$ cat src/rtl/cnn_layer_accel_macc_seq.sv
// Sequencer for an external DSP MACC: gates CE, times opmode against the product pipeline.
// Optional PCIN-cascaded first term is enabled with CNN_LAYER_ACCEL_MACC_SEQ_CASCADE_EN.
module cnn_layer_accel_macc_seq #(
    parameter int unsigned C_LEN_WIDTH   = 8,
    parameter int unsigned C_OPMODE_LEAD = 2,
    parameter int unsigned C_PIPE_DEPTH  = 4
) (
    input  logic                   clk_i,
    input  logic                   rst_i,
    input  logic                   start_i,
    input  logic [C_LEN_WIDTH-1:0] cfg_len_i,
`ifdef CNN_LAYER_ACCEL_MACC_SEQ_CASCADE_EN
    input  logic                   cfg_cascade_i,
`endif
    input  logic                   op_valid_i,
    output logic                   op_ready_o,
    output logic                   res_valid_o,
    input  logic                   res_ready_i,
    output logic                   busy_o,
    output logic                   dsp_ce_o,
    output logic [8:0]             dsp_opmode_o,
    output logic [3:0]             dsp_alumode_o,
    output logic                   dsp_rst_o
);

    localparam logic [8:0] OpMul  = 9'b000000101;
    localparam logic [8:0] OpAcc  = 9'b000100101;
    localparam logic [8:0] OpPcin = 9'b000010101;
    localparam int unsigned DrainW = (C_PIPE_DEPTH > 2) ? $clog2(C_PIPE_DEPTH) : 1;

    typedef enum logic [1:0] {StIdle, StAccum, StDrain, StHold} state_e;

    state_e                              state_q, state_d;
    logic [C_LEN_WIDTH-1:0]              cnt_q, cnt_d;
    logic [C_LEN_WIDTH-1:0]              len_q, len_d;
    logic [DrainW-1:0]                   drain_q, drain_d;
    logic [C_OPMODE_LEAD-1:0][8:0]       opsr_q, opsr_d;
`ifdef CNN_LAYER_ACCEL_MACC_SEQ_CASCADE_EN
    logic                                casc_q, casc_d;
`endif

    logic       op_ready, res_valid, ce;
    logic [8:0] op_in;
    logic [8:0] op_first;

`ifdef CNN_LAYER_ACCEL_MACC_SEQ_CASCADE_EN
    assign op_first = casc_q ? OpPcin : OpMul;
`else
    assign op_first = OpMul;
`endif

    always_comb begin
        state_d   = state_q;
        cnt_d     = cnt_q;
        len_d     = len_q;
        drain_d   = drain_q;
        opsr_d    = opsr_q;
`ifdef CNN_LAYER_ACCEL_MACC_SEQ_CASCADE_EN
        casc_d    = casc_q;
`endif
        op_ready  = 1'b0;
        res_valid = 1'b0;
        ce        = 1'b0;
        // Bubbles carry the accumulate opmode; CE stops before they reach the ALU.
        op_in     = OpAcc;

        unique case (state_q)
            StIdle: begin
                if (start_i && (cfg_len_i != '0)) begin
                    state_d = StAccum;
                    len_d   = cfg_len_i;
                    cnt_d   = '0;
`ifdef CNN_LAYER_ACCEL_MACC_SEQ_CASCADE_EN
                    casc_d  = cfg_cascade_i;
`endif
                end
            end
            StAccum: begin
                op_ready = 1'b1;
                ce       = op_valid_i;
                if (op_valid_i) begin
                    op_in = (cnt_q == '0) ? op_first : OpAcc;
                    cnt_d = cnt_q + C_LEN_WIDTH'(1);
                    if (cnt_d == len_q) begin
                        state_d = StDrain;
                        drain_d = '0;
                    end
                end
            end
            StDrain: begin
                ce = 1'b1;
                if (drain_q == DrainW'(C_PIPE_DEPTH - 2)) begin
                    state_d = StHold;
                end else begin
                    drain_d = drain_q + DrainW'(1);
                end
            end
            StHold: begin
                res_valid = 1'b1;
                if (res_ready_i) begin
                    state_d = StIdle;
                end
            end
            default: state_d = StIdle;
        endcase

        if (ce) begin
            opsr_d[0] = op_in;
            for (int i = 1; i < int'(C_OPMODE_LEAD); i++) begin
                opsr_d[i] = opsr_q[i-1];
            end
        end
    end

    always_ff @(posedge clk_i) begin
        if (rst_i) begin
            state_q <= StIdle;
            cnt_q   <= '0;
            len_q   <= '0;
            drain_q <= '0;
            opsr_q  <= '0;
`ifdef CNN_LAYER_ACCEL_MACC_SEQ_CASCADE_EN
            casc_q  <= 1'b0;
`endif
        end else begin
            state_q <= state_d;
            cnt_q   <= cnt_d;
            len_q   <= len_d;
            drain_q <= drain_d;
            opsr_q  <= opsr_d;
`ifdef CNN_LAYER_ACCEL_MACC_SEQ_CASCADE_EN
            casc_q  <= casc_d;
`endif
        end
    end

    // Reset forces the handshake/CE outputs low in the same cycle it is asserted.
    assign op_ready_o    = op_ready & ~rst_i;
    assign res_valid_o   = res_valid & ~rst_i;
    assign dsp_ce_o      = ce & ~rst_i;
    assign busy_o        = (state_q != StIdle) & ~rst_i;
    assign dsp_opmode_o  = opsr_q[C_OPMODE_LEAD-1];
    assign dsp_alumode_o = 4'b0000;
    assign dsp_rst_o     = rst_i;

endmodule

$ cat config.mk
export PLATFORM = sky130hd
export DESIGN_NAME = cnn_layer_accel_macc_seq
export DESIGN_NICKNAME = d
export VERILOG_FILES = /design/src/rtl/cnn_layer_accel_macc_seq.sv
export SDC_FILE = /design/constraint.sdc
export NUM_CORES = 1
export LEC_CHECK = 0
export BUFFER_PORTS_ARGS = -buffer_cell sky130_fd_sc_hd__buf_2
export CORE_AREA = 3 3 75 77
export DETAILED_ROUTE_END_ITERATION = 8
export DIE_AREA = 0 0 78 80
export GPL_ROUTABILITY_DRIVEN = 0
export SYNTH_ARGS = -nofsm -noshare
export SYNTH_HDL_FRONTEND = slang
export SYNTH_SLANG_ARGS = --single-unit
$ cat constraint.sdc
create_clock -name clk_i -period 3.2 [get_ports clk_i]
set_clock_uncertainty 0.2 [all_clocks]
set_input_delay 0.16 -clock clk_i [delete_from_list [all_inputs] [get_ports clk_i]]
set_output_delay 0.16 -clock clk_i [all_outputs]
set_load 0.05 [all_outputs]
-- Word level (Yosys, flattened, before mapping)
Cells that the tools add are included.
- flip-flop bits (word level): 38
- latch bits: 0
- RAM bits: 0
- bits in read-only memories: 0
- input port bits: 13
- output and inout bits: 18
- memories: 0
- add/subtract/negate cells: 2
- multiply operators: 0
- divide/modulo/power cells: 0
- order comparisons: 0
- equality and inequality tests: 11
- shifts and indexed selects: 0
- mux-type cells: 19
- bitwise gates (word level): 5
- reduce and logical (&&, ||, !) cells: 11
- operator list (cell ; count):
    two-way mux 6 bit ; 3
    two-way mux 2 bit ; 8
    two-way mux 8 bit ; 2
    one-hot mux 8 bit (2 select lines) ; 1
    != test 2 bit, second input constant ; 6
    adder 8 x 1 -> 8 bit, second input constant ; 1
    equality test 8 bit ; 1
    logical NOT 8 bit ; 1
    one-hot mux 2 bit (4 select lines) ; 1
    nonzero test 8 bit ; 1
    equality test 2 bit, second input constant ; 3
    nonzero test 2 bit ; 3
    AND reduction 5 bit ; 1
    bitwise AND 1 bit ; 4
    one-hot mux 2 bit (2 select lines) ; 1
    AND reduction 4 bit ; 1
    AND reduction 3 bit ; 1
    adder 2 x 1 -> 2 bit, second input constant ; 1
    equality test 2 x 1 -> 1 bit, second input constant ; 1
    logical NOT 2 bit ; 1
    two-way mux 1 bit ; 2
    one-hot mux 1 bit (2 select lines) ; 1
    AND reduction 2 bit ; 1
    logical AND 1 bit ; 1
    NOT 1 bit ; 1

-- Longest topological paths before layout
Gate-level depths: netlist of the first run.
- depth after elaboration: 5
- gate-level depth with buffers: 8
- mapped depth without buffers: 8

-- Worst setup path after synthesis of the first run
Ideal clock, no wire load.
- kind: register to register
- from: reg cnt_q[1]
- to: reg drain_q[1]
- library setup time: 70 ps
- data arrival time: 2155 ps
- required time: 2930 ps
- path slack: 775 ps
- stages on the path, launching flop included: 8
- buffers on the path: 0
- cell sequence: dfxtp_1 > ha_1 > nand3_1 > xnor2_1 > nand4_1 > o41a_1 > or4b_1 > a21oi_1
- cells in the longest elaborated chain, start to end: 4
- ends and longest elaborated chain (item ; RTL line ; RTL):
    from (decl) ; 34 ; logic [C_LEN_WIDTH-1:0] cnt_q, cnt_d;
    from (signal assigned) ; 127 ; cnt_q <= cnt_d;
    adder 8 x 1 -> 8 bit ; 83 ; cnt_d = cnt_q + C_LEN_WIDTH'(1);
    equality test 8 bit ; 84 ; if (cnt_d == len_q) begin
    != test 2 bit (no line) ; -- ;
    AND reduction 4 bit (no line) ; -- ;
    to (signal assigned) ; 129 ; drain_q <= drain_d;
    to (decl) ; 36 ; logic [DrainW-1:0] drain_q, drain_d;
No other way between the ends.
A chain may end at the register's enable or synchronous reset.

-- Worst setup path in the final report of the first run
- from: reg cnt_q[0]
- to: reg drain_q[1]
Same word-level chain as after synthesis.

==> results of run 1 <==
==> cells in the final DEF (no fill, tap or decap), types with 2 or more instances in the layout <==
cell / n
sky130_fd_sc_hd__conb_1: 10
sky130_fd_sc_hd__inv_1: 10
sky130_fd_sc_hd__or4b_1: 2
sky130_fd_sc_hd__o22ai_1: 2
sky130_fd_sc_hd__dfxtp_1: 24
sky130_fd_sc_hd__nor2b_1: 2
sky130_fd_sc_hd__or3b_2: 2
sky130_fd_sc_hd__xor2_1: 2
sky130_fd_sc_hd__buf_2: 20
sky130_fd_sc_hd__nor4_1: 3
sky130_fd_sc_hd__or3_1: 2
sky130_fd_sc_hd__and2_1: 3
sky130_fd_sc_hd__dlygate4sd3_1: 8
sky130_fd_sc_hd__xnor2_1: 9
sky130_fd_sc_hd__o21ai_0: 9
sky130_fd_sc_hd__or4_1: 2
sky130_fd_sc_hd__nor2_1: 17
sky130_fd_sc_hd__ha_1: 7
sky130_fd_sc_hd__a21oi_1: 20
sky130_fd_sc_hd__nand2_1: 11
sky130_fd_sc_hd__nand3_1: 11
sky130_fd_sc_hd__a31oi_1: 2
sky130_fd_sc_hd__o31ai_1: 2
sky130_fd_sc_hd__clkbuf_8: 3
==> state kept, by name, indices dropped and copies added, names as in the netlist <==
name,count
cnt_q,8
len_q,8
drain_q,2
dsp_opmode_o,2
opsr_q,2
state_q,2
==> routing by layer <==
metal / GRT usage (%) / vias to the layer above / part of all wire (%)
met4: 6.29 / 0 / 2.3
met1: 13.4 / 579 / 47
met3: 2.37 / 8 / 4.2
met5: 0 / - / 0
met2: 18.0 / 33 / 47
li1: - / 663 / -
==> cell type report <==
type	count	area, um2
fill	542	3360
multi-input combinational	140	883
sequential	24	480
timing repair buffer	28	180
tap	70	87.6
clock buffer	3	41.3
inverter	10	37.5
==> worst min path at each step <==
stage / start / end / slack, ns / cells past startpoint
final: start_i / len_q[2] / 0.009 / 3
after floorplan: cfg_len_i[0] / len_q[0] / 0.11 / 2
after global routing: start_i / len_q[1] / 0.02 / 3
after CTS: start_i / len_q[2] / 0.008 / 3
after global placement: cfg_len_i[3] / len_q[3] / 0.24 / 3
after detailed placement: cfg_len_i[2] / len_q[2] / 0.24 / 3
==> synth_stat cells, types with 2 or more instances <==
cell type,instances,area [um2]
sky130_fd_sc_hd__dfxtp_1,24,480
sky130_fd_sc_hd__a21oi_1,20,100
sky130_fd_sc_hd__nor2_1,17,63.8
sky130_fd_sc_hd__buf_4,16,120
sky130_fd_sc_hd__nand2_1,11,41.3
sky130_fd_sc_hd__nand3_1,11,55.1
sky130_fd_sc_hd__inv_1,10,37.5
sky130_fd_sc_hd__o21ai_0,9,45.0
sky130_fd_sc_hd__xnor2_1,9,78.8
sky130_fd_sc_hd__ha_1,7,87.6
sky130_fd_sc_hd__clkbuf_1,5,18.8
sky130_fd_sc_hd__and2_1,3,18.8
sky130_fd_sc_hd__nor4_1,3,18.8
sky130_fd_sc_hd__a31oi_1,2,12.5
sky130_fd_sc_hd__nor2b_1,2,12.5
sky130_fd_sc_hd__o22ai_1,2,12.5
sky130_fd_sc_hd__o31ai_1,2,15.0
sky130_fd_sc_hd__or3_1,2,12.5
sky130_fd_sc_hd__or3b_2,2,17.5
sky130_fd_sc_hd__or4_1,2,15.0
sky130_fd_sc_hd__or4b_1,2,20.0
sky130_fd_sc_hd__xor2_1,2,17.5
==> power groups by stage <==
stage | combinational (mW) | clock (mW) | sequential [mW]
global route | 0.484 | 0.200 | 0.372
detailed placement | 0.421 | 0 | 0.373
finish | 0.429 | 0.185 | 0.366
CTS | 0.431 | 0.191 | 0.366
floorplan | 0.359 | 0 | 0.361
global placement | 0.422 | 0 | 0.372
==> per-stage QoR <==
step | utilization [%] | worst slack [ns]
after floorplan | - | 0.775
after global placement | 31.3 | 0.563
after detailed placement | 31.3 | 0.494
after CTS | 33.7 | 0.454
after global routing | 33.7 | 0.274
final | 33.7 | 0.455
==> cells by family after synthesis <==
group | Yosys count | synth area share, %
other | 1 | 0.248
adder cells (fa/ha/maj) | 7 | 5.80
AO/OA/AOI/OAI | 45 | 17.7
flip-flops | 24 | 31.8
buffers and inverters | 32 | 11.9
XOR/XNOR | 11 | 6.38
AND/OR/NAND/NOR | 67 | 26.1
==> critical path, delay by kind of cell, from the launching register on <==
family,cells,cell delay [ns]
compound gates,2,0.65
xor+xnor,1,0.20
fa+ha+maj,1,0.31
flops,1,0.53
simple gates,3,0.80
==> results by group, run 1 <==
Outcome
  • Run status: complete, no violations

Layout
  • Antenna cells: 0
  • Non-Filler Cell Area, Final: approximately 1700 um2
  • Layout cells sized above 1: 16.6%
  • Layout Cells excl Fill: 275
  • P&R area growth vs syn: 13.3%
  • Post-layout net count: 227

STA
  • Slew Limit Fails: 0
  • Relative slew slack: 55.1%
  • Hold WS: 0.00884 ns
  • # setup viols final: 0
  • RSZ-0062 raised after global routing: no
  • Fmax achieved: about 0.36 GHz
  • Final Hold Fails: 0
  • Final critical-path share of the clock period: a little under nine tenths
  • Transition time at the pin with the least slew margin: just under 0.7 ns
  • Clock period minus final worst setup slack: ~2.7 ns
  • Setup TNS after final layout: 0 ns

Setup path
  • Data required time of the critical path: 3.21 ns
  • Biggest cell delay along the critical path: 0.53 ns
  • Critical path endpoint category: flop
  • Critical path's slowest cell: sky130_fd_sc_hd__dfxtp_1
  • Crit path capture: drain_q[1]
  • Reg-to-Reg Start: cnt_q[0]
  • Arrival time of the worst setup path: 2.75 ns
  • Worst Setup Start Kind: flop
  • Reg-to-reg critical path endpoint: drain_q[1]
  • Worst-path fanout max: 9
  • CP cell instances: ha_1, nand3_1, xnor2_1, nand4_1, o41a_1, or4b_1, a21oi_1
  • Worst Setup Path Type: flop to flop
  • Cells on worst reg2reg path: 7
  • Setup slack of the most critical reg-to-reg path: 0.45 ns
  • Critical Path Source: cnt_q[0]

Placed design
  • Placed cell area: 1590 um2
  • Count of buffers from port buffering: 20
  • Dpl hpwl: 2300 um
  • Placed cell count: 264

Die
  • Vertical die dimension: 80 um
  • Initial core utilization: approximately 30%
  • Row Count: 26
  • Area of the core region: between 5000 and 6000 um2
  • Die width: 78 um
  • Overall die area: between 6000 and 7000 um2
  • I/O pins: 31

Synth
  • Number of flip-flops and latches in the synthesized netlist: 24
  • Cell area after technology mapping: between 1500 and 2000 um2
  • Mean Syn Cell Area: between 8 and 9 um2
  • Proportion of synthesized chip area in sequential cells: 31.8%
  • Fraction of synthesis flops using an asynchronous set or reset pin: 0%
  • Number of flops mapped to enable cells by yosys: 0
  • Synth cell types: 46
  • Total of warnings raised by yosys: 0
  • Synthesized instance count: 187
  • Post-synth top flop: sky130_fd_sc_hd__dfxtp_1

Power and ir drop
  • Cell internal power dissipation: 0.570 mW
  • Combinational Power Share: 43.8%
  • Relative contribution of the clock network to total power: a little under a fifth
  • Net Sw Power: 0.411 mW
  • Sequential share of power: 37.3%
  • Total leakage power: 0.668 nW
  • PnR Total Power: 0.981 mW
  • Cell area power density: 573 nW/um2
  • Worst voltage drop across the vdd grid: 0.000341 V
  • Net Sw Frac: 41.9%

Route
  • First drt pass iteration count: 4
  • Via count: 1283
  • Number of antenna-violating nets in the routed design: 0
  • WL final: 3280 um
  • WL/cell: 11.9 um
  • Vias per std cell: roughly 4.7
  • DRC Markers: 0
  • DRT iter0 DRCs: 33

Global route
  • First-pass GRT wire length: 5420 um
  • Number of global-route vias before repair: between 1000 and 1500
  • Gr usage total: between 10% and 20%
  • Antenna violations before repair: 0
  • Largest net degree at the start of global routing: 32
  • Total overflow reported by the global router: 0

Clocking
  • TritonCTS buffer count: 3
  • CTS H-tree depth: 1
  • TritonCTS clock tree: built
  • Clock-pin slew reported for the worst setup and hold paths after clock tree synthesis: 0.08 ns
  • Clock tree buffer depth: 2
  • Root buffer cell: sky130_fd_sc_hd__clkbuf_8
  • Post-CTS setup repair buffer count: 0
  • TritonCTS Sinks: 24
  • Hold-fix buffer count after cts: 8
  • Worst-Skew Late Latency: 0.27 ns
  • Post_cts resized: 0

Flow run
  • Reported max-cap violation count: 0

Min path
  • Path category of the worst min-delay check: input pin to flop
Power figures use the tool's default switching activity.
==> run 2, diff against run 1 <==
clock period = 2.9 ns   (was 3.2 ns; I/O delays follow)
==> results by group, run 2 (synthesized netlist as in run 1, its figures left out) <==
Outcome
  • Run status: complete, no violations

STA
  • Relative slew slack: 63.8% (+8.7 points)
  • Transition time at the pin with the least slew margin: 0.543 ns (-0.130 ns)
  • Fmax achieved: 0.368 GHz (+1.1%)
  • Clock period minus final worst setup slack: 2.72 ns (-0.0297 ns)
  • Final Hold Fails: 0 (unchanged)
  • RSZ-0062 raised after global routing: no
  • Hold WS: 0.00560 ns (-0.00324 ns)
  • Setup TNS after final layout: 0 ns (unchanged)
  • Slew Limit Fails: 0 (unchanged)
  • # setup viols final: 0 (unchanged)
  • Final critical-path share of the clock period: 93.6% (+7.8 points)

Layout
  • Non-Filler Cell Area, Final: 1740 um2 (+1.5%)
  • Leading cell type in the layout, fill and taps excluded: sky130_fd_sc_hd__dfxtp_1
  • Top library cells by usage in the layout, fill and taps aside: sky130_fd_sc_hd__dfxtp_1 (24), sky130_fd_sc_hd__a21oi_1 (20), sky130_fd_sc_hd__buf_2 (20), sky130_fd_sc_hd__nor2_1 (17)
  • Layout Cells excl Fill: 278 (+1.1%)
  • Fillers: 557 (+2.8%)
  • Biggest registers after layout: cnt_q (8), len_q (8)
  • P&R area growth vs syn: 14.9%
  • Layout cells sized above 1: 17.3% (+0.72 points)
  • Post-layout net count: 230 (+1.3%)
  • Antenna cells: 0 (unchanged)

Global route
  • Gr usage total: 11.3% (+0.29 points)
  • Number of global-route vias before repair: 1267 (+8.5%)
  • Largest net degree at the start of global routing: 32 (unchanged)
  • First-pass GRT wire length: 5690 um (+5.1%)
  • Total overflow reported by the global router: 0 (unchanged)
  • Antenna violations before repair: 0 (unchanged)

Route
  • Metal2 WL: 1680 um (+9.2%)
  • WL/cell: 12.3 um (+2.9%)
  • Number of antenna-violating nets in the routed design: 0 (unchanged)
  • DRT iter0 DRCs: 37 (+12%)
  • Highest metal used: met4
  • WL final: 3410 um (+4.0%)
  • Wire length the detailed router placed on met1: 1580 um (+3.5%)
  • DRC Markers: 0 (unchanged)
  • Met3 wire length: 94 um (-32%)
  • Vias per std cell: 4.74 (+1.5%)
  • Via count: 1317 (+2.7%)
  • First drt pass iteration count: 4 (unchanged)

Clocking
  • Clock tree buffer depth: 2 (unchanged)
  • CTS H-tree depth: 1 (unchanged)
  • Worst-Skew Late Latency: 0.27 ns (about the same)
  • TritonCTS Sinks: 24 (unchanged)
  • Clock-pin slew reported for the worst setup and hold paths after clock tree synthesis: 0.09 ns (about the same)
  • TritonCTS clock tree: built
  • Post-CTS setup repair buffer count: 0 (unchanged)
  • Root buffer cell: sky130_fd_sc_hd__clkbuf_8
  • TritonCTS buffer count: 3 (unchanged)

Placed design
  • Dpl hpwl: 2440 um (+6.0%)
  • Placed cell area: 1600 um2 (+0.95%)
  • Placed cell count: 266 (+0.76%)
  • Count of buffers from port buffering: 20 (unchanged)

Setup path
  • Delay-heaviest family, CP: simple AND/OR/NAND/NOR gates
  • Biggest cell delay along the critical path: 0.52 ns (about the same)
  • CP cell instances: ha_1, nand3_1, xnor2_1, nand4_1, o41a_1, or4b_1, a21oi_1
  • Critical path's slowest cell: sky130_fd_sc_hd__dfxtp_1
  • Data required time of the critical path: 2.90 ns (-0.31 ns)
  • Critical path endpoint category: flop
  • Worst-path fanout max: 9 (unchanged)
  • Worst Setup Path Type: flop to flop
  • Critical Path Source: cnt_q[0]
  • Worst Setup Start Kind: flop
  • Number of buffers and inverters on the critical path: 0 (unchanged)
  • Arrival time of the worst setup path: 2.72 ns (-0.03 ns)
  • Reg-to-Reg Start: cnt_q[0]

Min path
  • Hold Crit Start: start_i
  • Path category of the worst min-delay check: input pin to flop

Die
  • Die width: 78 um (unchanged)
  • Overall die area: 6240 um2 (unchanged)
  • Row Count: 26 (unchanged)
  • Initial core utilization: 29.8% (unchanged)
  • I/O pins: 31 (unchanged)
  • Vertical die dimension: 80 um (unchanged)
  • Area of the core region: 5070 um2 (unchanged)

Power and ir drop
  • PnR Total Power: 1.12 mW (+14%)
  • Total leakage power: 0.680 nW (+1.8%)
  • Worst voltage drop across the vdd grid: 0.000344 V (+0.96%)
  • Cell area power density: 645 nW/um2 (+12%)

Flow run
  • Reported max-cap violation count: 0 (unchanged)
run 2: cell count changes in the layout (fill, tap and decap cells not counted), sizes merged:
| cell | previous run | this run |
|---|---|---|
| buf | 20 | 22 |
| dlygate4sd3 | 8 | 9 |
run 2: cell type report:
cell class	instances	area [um2]	area share, %
clock buffers	3	41.3	2.38
flip-flops and latches	24	480	27.7
multi-input cells	140	883	50.9
repair buffers	31	205	11.8
inverters	10	37.5	2.16
well taps	70	87.6	5.05
run 2: routing by layer:
metal | global-route usage (%) | vias up
met5 | 0 | -
met4 | 5.07 | 0
met3 | 1.47 | 5
met2 | 19.6 | 28
met1 | 13.9 | 610
li1 | - | 674
run 2: worst register-to-register path: cells and delay by family (launching register included):
kind / cells / cell delay, ns
adders and majority gates: 1 / 0.30
AOI/OAI and AO/OA: 2 / 0.65
DFF: 1 / 0.52
xor gates and xnor gates: 1 / 0.19
and+or+nand+nor: 3 / 0.79
run 2: worst paths after layout:
check,endpoint,slack [ns],cells after the start
setup / recovery,drain_q[1],0.18,7
hold / removal,len_q[0],0.006,3
setup reg to reg,drain_q[1],0.18,7
hold reg to reg,opsr_q[2],0.27,2
run 2: metrics by stage:
stage          util (%)  setup slack [ns]
3_5_place_dp       31.6             0.230
2_1_floorplan         -             0.475
4_1_cts            34.2             0.182
6_report           34.2             0.185
3_3_place_gp       31.6             0.267
5_1_grt            34.2            0.0314
run 2: report_power, final:
group | switching, mW | internal (mW)
registers | 0.0335 | 0.371
logic | 0.324 | 0.187
clock network | 0.110 | 0.0932
run 2: repair_timing:
item | CTS | global route
endpoints found under the hold margin | 8 | 0
gates resized for setup | 0 | 0
hold buffers | 9 | 0
